**src/rtl/instruction_fetcher.sv**
```systemverilog
// Dual-issue fetch: one 8-byte-aligned read per cycle, doubleword split into program-ordered slots A/B.
// Latency: slots register 2 edges after their address is presented; a redirect costs one bubble packet.
// Backpressure: stall freezes all state and re-presents the in-flight address. Optional STATIC_BTFN_EN adds BTFN prediction.
module instruction_fetcher #(
    parameter logic [31:0] RESET_PC = 32'h0000_0000
) (
    input  logic        clk,
    input  logic        reset,
    input  logic [63:0] fetchedInstruction,
    input  logic        stall,
    input  logic [31:0] branchTarget,
    input  logic        branchTaken,
    output logic [31:0] instructionAddress,
    output logic [31:0] instructionA,
    output logic [31:0] instructionB,
    output logic        instructionA_valid,
    output logic        instructionB_valid,
    output logic [31:0] addressA,
    output logic [31:0] addressB,
    output logic        predTakenA,
    output logic        predTakenB
);

    logic [31:0] pc_q, pc_d;
    logic [31:0] req_pc_q, req_pc_d;
    logic        req_vld_q, req_vld_d;
    logic [31:0] instr_a_q, instr_a_d, instr_b_q, instr_b_d;
    logic [31:0] addr_a_q, addr_a_d, addr_b_q, addr_b_d;
    logic        a_vld_q, a_vld_d, b_vld_q, b_vld_d;
    logic [31:0] slot_a, slot_b;
    logic        slot_b_vld;

`ifdef STATIC_BTFN_EN
    logic pred_a_q, pred_a_d, pred_b_q, pred_b_d;

    function automatic logic pred_hit(input logic [31:0] w);
        return ((w[6:0] == 7'b1100011) && w[31]) || (w[6:0] == 7'b1101111);
    endfunction

    function automatic logic [31:0] pred_tgt(input logic [31:0] w, input logic [31:0] pc);
        logic [31:0] imm;
        if (w[6:0] == 7'b1101111) imm = {{12{w[31]}}, w[19:12], w[20], w[30:21], 1'b0};
        else                      imm = {{20{w[31]}}, w[7], w[30:25], w[11:8], 1'b0};
        return (pc + imm) & ~32'h3;
    endfunction
`endif

    // While stalled the in-flight request is re-read so its data is still there on release.
    assign instructionAddress = (stall ? req_pc_q : pc_q) & ~32'h7;

    always_comb begin
        pc_d      = pc_q;
        req_pc_d  = req_pc_q;
        req_vld_d = req_vld_q;
        instr_a_d = instr_a_q;
        instr_b_d = instr_b_q;
        addr_a_d  = addr_a_q;
        addr_b_d  = addr_b_q;
        a_vld_d   = a_vld_q;
        b_vld_d   = b_vld_q;
`ifdef STATIC_BTFN_EN
        pred_a_d  = pred_a_q;
        pred_b_d  = pred_b_q;
`endif
        slot_a     = req_pc_q[2] ? fetchedInstruction[63:32] : fetchedInstruction[31:0];
        slot_b     = req_pc_q[2] ? 32'h0 : fetchedInstruction[63:32];
        slot_b_vld = req_vld_q & ~req_pc_q[2];

        if (branchTaken) begin
            pc_d      = branchTarget & ~32'h3;
            req_vld_d = 1'b0;
            a_vld_d   = 1'b0;
            b_vld_d   = 1'b0;
`ifdef STATIC_BTFN_EN
            pred_a_d  = 1'b0;
            pred_b_d  = 1'b0;
`endif
        end else if (!stall) begin
            req_pc_d  = pc_q;
            req_vld_d = 1'b1;
            pc_d      = (pc_q & ~32'h7) + 32'd8;
            instr_a_d = slot_a;
            instr_b_d = slot_b;
            addr_a_d  = req_pc_q;
            addr_b_d  = req_pc_q + 32'd4;
            a_vld_d   = req_vld_q;
            b_vld_d   = slot_b_vld;
`ifdef STATIC_BTFN_EN
            pred_a_d  = 1'b0;
            pred_b_d  = 1'b0;
            // Only the oldest predicted-taken slot steers fetch; younger slot is dropped.
            if (req_vld_q && pred_hit(slot_a)) begin
                pred_a_d  = 1'b1;
                b_vld_d   = 1'b0;
                pc_d      = pred_tgt(slot_a, req_pc_q);
                req_vld_d = 1'b0;
            end else if (slot_b_vld && pred_hit(slot_b)) begin
                pred_b_d  = 1'b1;
                pc_d      = pred_tgt(slot_b, req_pc_q + 32'd4);
                req_vld_d = 1'b0;
            end
`endif
        end
    end

    always_ff @(posedge clk or negedge reset) begin
        if (!reset) begin
            pc_q      <= RESET_PC;
            req_pc_q  <= 32'h0;
            req_vld_q <= 1'b0;
            instr_a_q <= 32'h0;
            instr_b_q <= 32'h0;
            addr_a_q  <= 32'h0;
            addr_b_q  <= 32'h0;
            a_vld_q   <= 1'b0;
            b_vld_q   <= 1'b0;
`ifdef STATIC_BTFN_EN
            pred_a_q  <= 1'b0;
            pred_b_q  <= 1'b0;
`endif
        end else begin
            pc_q      <= pc_d;
            req_pc_q  <= req_pc_d;
            req_vld_q <= req_vld_d;
            instr_a_q <= instr_a_d;
            instr_b_q <= instr_b_d;
            addr_a_q  <= addr_a_d;
            addr_b_q  <= addr_b_d;
            a_vld_q   <= a_vld_d;
            b_vld_q   <= b_vld_d;
`ifdef STATIC_BTFN_EN
            pred_a_q  <= pred_a_d;
            pred_b_q  <= pred_b_d;
`endif
        end
    end

    assign instructionA       = instr_a_q;
    assign instructionB       = instr_b_q;
    assign addressA           = addr_a_q;
    assign addressB           = addr_b_q;
    assign instructionA_valid = a_vld_q;
    assign instructionB_valid = b_vld_q;
`ifdef STATIC_BTFN_EN
    assign predTakenA = pred_a_q;
    assign predTakenB = pred_b_q;
`else
    assign predTakenA = 1'b0;
    assign predTakenB = 1'b0;
`endif

endmodule

```
**config.mk**
```make
export PLATFORM = sky130hd
export DESIGN_NAME = instruction_fetcher
export DESIGN_NICKNAME = d
export VERILOG_FILES = /design/src/rtl/instruction_fetcher.sv
export SDC_FILE = /design/constraint.sdc
export NUM_CORES = 1
export LEC_CHECK = 0
export BUFFER_PORTS_ARGS = -buffer_cell sky130_fd_sc_hd__buf_2
export CORE_MARGIN = 1
export CORE_UTILIZATION = 25
export CTS_CLUSTER_SIZE = 28
export DETAILED_ROUTE_END_ITERATION = 6
export PLACE_DENSITY_LB_ADDON = 0.08
export SLEW_MARGIN = 5
export SYNTH_ARGS = -nofsm -noshare
export SYNTH_HDL_FRONTEND = slang
export SYNTH_SLANG_ARGS = --single-unit
```
**constraint.sdc**
```tcl
create_clock -name clk -period 2.3 [get_ports clk]
set_input_delay 0.46 -clock clk [delete_from_list [all_inputs] [get_ports clk]]
set_output_delay 0.46 -clock clk [all_outputs]
set_load 0.05 [all_outputs]
```
==> run_results.csv, run 1 <==
group,metric,value,unit
clock_tree,cts_tree,"built",
synthesis,syn_area_per_cell,9.18,sq um
setup_path,path_class,"reg -> reg",
route,via_per_inst,4.52,
setup_path,critPathCaptureType,"register",
clock_tree,insertion_delay,0.44,ns
sta,worst_pin_slew,0.970,ns
floorplanning,die_h,191,um
grt,antenna_found_initial,0,
finish,final_util,33.3,%
place,portBuffers,252,
grt,grt_usage,15.8,%
finish,multi_input_area,3900,sq um
sta,fin_ws,0.168,ns
clock_tree,cts_hold_buf,1,
setup_path,cp.arrival,2.50,ns
clock_tree,post-cts-setup-buffer-count,0,
grt,grt_pass1_wl,44.1,mm
status,run_status,"finished, final reports clean",
route,drt_iter0_drc,310,
sta,fin_crit_sh,92.7,%
sta,setup_viol,0,
route,drtAntennaViolNets,0,
clock_tree,cts_resized,0,
finish,n_antenna_cell,0,
finish,fin_cells,1696,
floorplanning,rows,68,
grt,grt_remaining_overflow,0,
route,routedWlPerCell,16.8,um
finish,drive_above_1_share,30.1,%
clock_tree,clk_pin_slew,0.07,ns
finish,fin_area,11600,sq um
sta,fin_setup_tns,0,ns
place,place.gp.congestion,0.735,
setup_path,cp_max_fo,8,
setup_path,startpoint_type,"register",
sta,fin_skew,0.0118,ns
power_and_ir_drop,finalPower,10.7,mW
grt,grt_pass1_vias,7352,
floorplanning,die_area,36500,sq um
route,routed_wl,28.5,mm
place,dp.final_hpwl,20.5,mm
floorplanning,initial_utilization,25.7,%
finish,layout_common_cells,"nand2_1, buf_2, dfrtp_1",
place,dp_cells,1664,
floorplanning,coreArea,34800,sq um
synthesis,synth_cell_type_count,46,
route,vias,7661,
synthesis,synth-edff-count,0,
setup_path,rrSetupSlack,0.17,ns
setup_path,crit_start,"req_pc_q[10]",
synthesis,synthArstFlopShare,100,%
sta,maxSlewViolCount,0,
sta,max_freq,469,MHz
setup_path,rr_endpoint,"addressB[27]",
finish,final_common_cell,"nand2_1",
finish,fillers,3722,
route,first_pass_iters,5,
clock_tree,clock_path_buffers,2,
sta,holdWs,0.224,ns
clock_tree,h-tree-depth,4,
clock_tree,cts-buffers-inserted,17,
grt,grt_max_degree,107,
synthesis,ys.flop_type,"dfrtp_1",
setup_path,cp.required,2.67,ns
power_and_ir_drop,power_leakage,5.62,nW
setup_path,rr_worst_depth,4,
clock_tree,cts_root_buffer,"clkbuf_16",
finish,final_nets,1331,
finish,seq_area,4680,sq um
synthesis,yosys_register_bits,187,
sta,maxSlewHeadroom,35.3,%
hold_path,hold_path_class,"in -> reg",
setup_path,r2r_start,"req_pc_q[10]",
finish,syn2layout_area_growth,29.7,%
synthesis,ys_seq_area_share,52.4,%
synthesis,synthCells,972,
synthesis,yosysWarnings,0,
job,drv_cap,0,
synthesis,syn_area,8930,sq um
sta,grt_setup_unrepaired,"false",
route,drc_errors,0,
clock_tree,clkSinkCount,187,
place,place_area,11000,sq um
place,dp_slack,0.171,ns
power_and_ir_drop,ir_drop,515,uV
sta,post-route-min-period,2.13,ns
power_and_ir_drop,powerDensity,924,nW/um^2
floorplanning,io_pins,264,
floorplanning,die_x,191,um
setup_path,endpoint,"addressB[27]",
sta,hold_viol,0,
-- flip-flops by register name, summed over array words and instances, names as in the netlist --
signal	flops
instructionA	32
pc_q	30
req_pc_q	30
instructionB_valid	1
addressB	30
addressA	30
instructionB	32
instructionA_valid	1
req_vld_q	1
-- synthesized netlist by cell type (all sizes together), types with 4 or more instances --
| library cell | n | area, sq um |
|---|---|---|
| nand4 | 15 | 100 |
| and3 | 5 | 31.3 |
| buf | 28 | 163 |
| nand4b | 4 | 35.0 |
| clkbuf | 51 | 191 |
| o21ai | 82 | 410 |
| nand3 | 22 | 120 |
| or3 | 9 | 61.3 |
| nand3b | 33 | 248 |
| xnor2 | 15 | 131 |
| o31ai | 17 | 128 |
| nor4 | 5 | 31.3 |
| xor2 | 9 | 78.8 |
| or4 | 25 | 191 |
| nand2 | 304 | 1140 |
| mux2i | 34 | 340 |
| mux2 | 25 | 282 |
| dfrtp | 187 | 4680 |
| inv | 9 | 33.8 |
| a31oi | 26 | 163 |
| nor2 | 34 | 128 |
| nor3 | 5 | 25.0 |
-- worst max-delay path, cell delays in order, from the launching register on --
cell and delay (ns):
dfrtp_1 0.52, nand3_2 0.26, or4_1 0.68, or4_1 0.44, a31oi_1 0.17
-- cells by family (layout without fill, tap and decap cells) --
logic type | after synthesis | count (layout) | share of synthesized area [%]
xor+xnor | 24 | 24 | 2.35
flops | 187 | 187 | 52.4
simple gates | 473 | 473 | 24.7
compound gates | 137 | 137 | 8.89
buf+inv | 89 | 350 | 4.39
other cells | 1 | 9 | 0.0420
mux | 59 | 59 | 6.97
fa+ha+maj | 2 | 2 | 0.280
-- area by class of cell --
type	instances	area share (%)
flip-flops and latches	187	40.4
clock inverters	14	1.48
clock buffers	17	3.67
inverters	10	0.324
multi-input cells	704	33.6
repair buffers	309	15.5
well taps	455	4.92
-- routing by layer --
metal | vias up | part of all wire [%] | track usage [%]
li1 | 3816 | - | -
met1 | 3612 | 51 | 23.4
met2 | 216 | 43 | 22.7
met3 | 17 | 5.6 | 3.91
met4 | 0 | 1.1 | 3.97
met5 | - | 0 | 0
-- power by group --
| part | switching [mW] | internal [mW] |
|---|---|---|
| Sequential | 0.337 | 3.77 |
| Combinational | 2.61 | 0.886 |
| Clock | 1.38 | 1.71 |
-- worst min-delay path by stage --
stage / depth (start not counted) / endpoint / from / slack, ns
detailed placement: 1 / instructionB[25] / reset / 0.34
global route: 3 / pc_q[13] / branchTarget[13] / 0.20
CTS: 3 / pc_q[15] / branchTarget[15] / 0.20
finish: 3 / pc_q[2] / branchTarget[2] / 0.22
floorplan: 0 / addressA[10] / reset / 0.16
global placement: 1 / instructionA[19] / reset / 0.34
No activity file was read; power rests on OpenSTA's default activity.
==> inputs of run 2 (changes only) <==
--- a/config.mk
+++ b/config.mk
@@ -15,3 +15,4 @@
 export SYNTH_ARGS = -nofsm -noshare
 export SYNTH_HDL_FRONTEND = slang
 export SYNTH_SLANG_ARGS = --single-unit
+export TNS_END_PERCENT = 50
==> constraint.sdc (replaced) <==
create_clock -name clk -period 2.05 [get_ports clk]
set_input_delay 0.41 -clock clk [delete_from_list [all_inputs] [get_ports clk]]
set_output_delay 0.41 -clock clk [all_outputs]
set_load 0.05 [all_outputs]
==> run 2 against run 1 <==
Compared with the run above:
- sequential share of layout area fell by 0.22 points
- first-iteration DRC count rose by 0.97%
- clock power rose by 2%
- setup slack got worse by 0.047 ns
- sequential power rose by 12%
- via count rose by 0.69%
- register-to-register slack barely moved
- flip-flop and latch count did not move
- critical path depth fell by 1
- clock skew fell by 0.0032 ns
- clock-buffer cell count rose by 5
- largest cell class unchanged
==> run_results.csv, run 2 (same netlist as run 1, synthesis figures left out) <==
group,metric,value,unit
status,run_status,"finished, final reports clean",
setup_path,rr_worst_depth,5,
floorplanning,rows,68,
power_and_ir_drop,finalPower,11.7,mW
sta,worst_pin_slew,0.692,ns
grt,grt_max_degree,145,
clock_tree,clock_path_buffers,2,
power_and_ir_drop,power_leakage,5.68,nW
grt,grt_pass1_wl,44.4,mm
finish,n_antenna_cell,0,
setup_path,path_class,"reg -> out",
sta,holdWs,0.179,ns
route,met1_length,14.3,mm
setup_path,cp_max_fo,6,
clock_tree,cts_tree,"built",
place,dp.final_hpwl,21.0,mm
finish,layout_common_cells,"nand2_1, buf_2, dfrtp_1",
setup_path,cp.arrival,1.52,ns
setup_path,startpoint_type,"register",
floorplanning,die_h,191,um
power_and_ir_drop,powerDensity,1010,nW/um^2
route,route.met2.wl,12.6,mm
job,drv_cap,0,
floorplanning,initial_utilization,25.7,%
route,first_pass_iters,4,
power_and_ir_drop,ir_drop,621,uV
finish,final_nets,1347,
clock_tree,cts_root_buffer,"clkbuf_16",
sta,maxSlewHeadroom,53.9,%
sta,fin_skew,0.00857,ns
clock_tree,insertion_delay,0.44,ns
hold_path,holdCritStartpoint,"branchTarget[9]",
finish,fin_area,11600,sq um
grt,grt_remaining_overflow,0,
clock_tree,h-tree-depth,4,
route,drt_iter0_drc,313,
setup_path,critPathCaptureType,"primary output",
floorplanning,io_pins,264,
clock_tree,clk_pin_slew,0.07,ns
hold_path,hold_path_class,"in -> reg",
setup_path,rr_endpoint,"addressB[21]",
sta,fin_ws,0.121,ns
clock_tree,clkSinkCount,187,
grt,grt_pass1_vias,7433,
finish,fin_cells,1713,
sta,maxSlewViolCount,0,
finish,syn2layout_area_growth,30.5,%
route,route.met3.wl,1.63,mm
sta,hold_viol,0,
route,highest-signal-layer,"met4",
route,drc_errors,0,
route,vias,7714,
grt,antenna_found_initial,1,
finish,final_common_cell,"nand2_1",
place,place.gp.congestion,0.759,
sta,fin_crit_sh,94.1,%
setup_path,rrSetupSlack,0.17,ns
route,drtAntennaViolNets,0,
setup_path,cp.required,1.64,ns
place,dp_slack,0.0571,ns
sta,setup_viol,0,
floorplanning,die_area,36500,sq um
floorplanning,die_x,191,um
setup_path,crit_start,"req_pc_q[6]",
route,routed_wl,29.0,mm
sta,post-route-min-period,1.93,ns
route,routedWlPerCell,16.9,um
sta,max_freq,518,MHz
hold_path,min_delay_worst_endpoint,"pc_q[9]",
floorplanning,coreArea,34800,sq um
finish,drive_above_1_share,31.1,%
clock_tree,cts-buffers-inserted,17,
sta,grt_setup_unrepaired,"false",
place,portBuffers,252,
place,place_area,11100,sq um
grt,grt_usage,16.0,%
route,via_per_inst,4.50,
setup_path,r2r_start,"req_pc_q[3]",
place,dp_cells,1680,
hold_path,whs_path_depth,3,
## run 2: per-stage QoR
stage | util (%) | setup TNS (ns)
2_1_floorplan | - | -0.991
3_3_place_gp | 31.8 | 0
3_5_place_dp | 31.8 | 0
4_1_cts | 33.4 | 0
5_1_grt | 33.5 | 0
6_report | 33.5 | 0
## run 2: final cells by class
cell class | count | area, sq um
sequential | 187 | 4680
clock buffer | 22 | 474
clock inverter | 10 | 66.3
tap | 455 | 569
inverter | 10 | 37.5
multi-input combinational | 704 | 3910
timing repair buffer | 325 | 1910
fill | 3703 | 23200
## run 2: worst max path at each step
| stage | end | depth (start not counted) |
|---|---|---|
| CTS | instructionAddress[16] | 4 |
| finish | instructionAddress[6] | 3 |
| detailed placement | addressB[26] | 5 |
| floorplan | instructionAddress[13] | 3 |
| global placement | addressB[28] | 5 |
| global route | addressB[26] | 5 |
## run 2: layer usage
metal,up-vias,track usage [%]
met3,16,3.18
met5,-,0
met4,0,4.83
li1,3860,-
met1,3618,23.1
met2,220,24.0
## run 2: report_power, final
part / internal, mW / switching, mW
clock network: 1.65 / 1.50
registers: 4.23 / 0.359
logic: 1.02 / 2.95
## run 2: timing repair
action / in CTS / in global routing
buffers inserted: 0 / 0
hold buffers: 1 / 0
hold endpoints to repair: 46 / 0
endpoints found under the setup margin: 0 / 8
gates resized for setup: 0 / 7
## run 2: critical path, cell delays in order, from the launching register on
cell	delay, ns
dfrtp_1	0.42
buf_4	0.18
mux2_2	0.27
buf_2	0.21
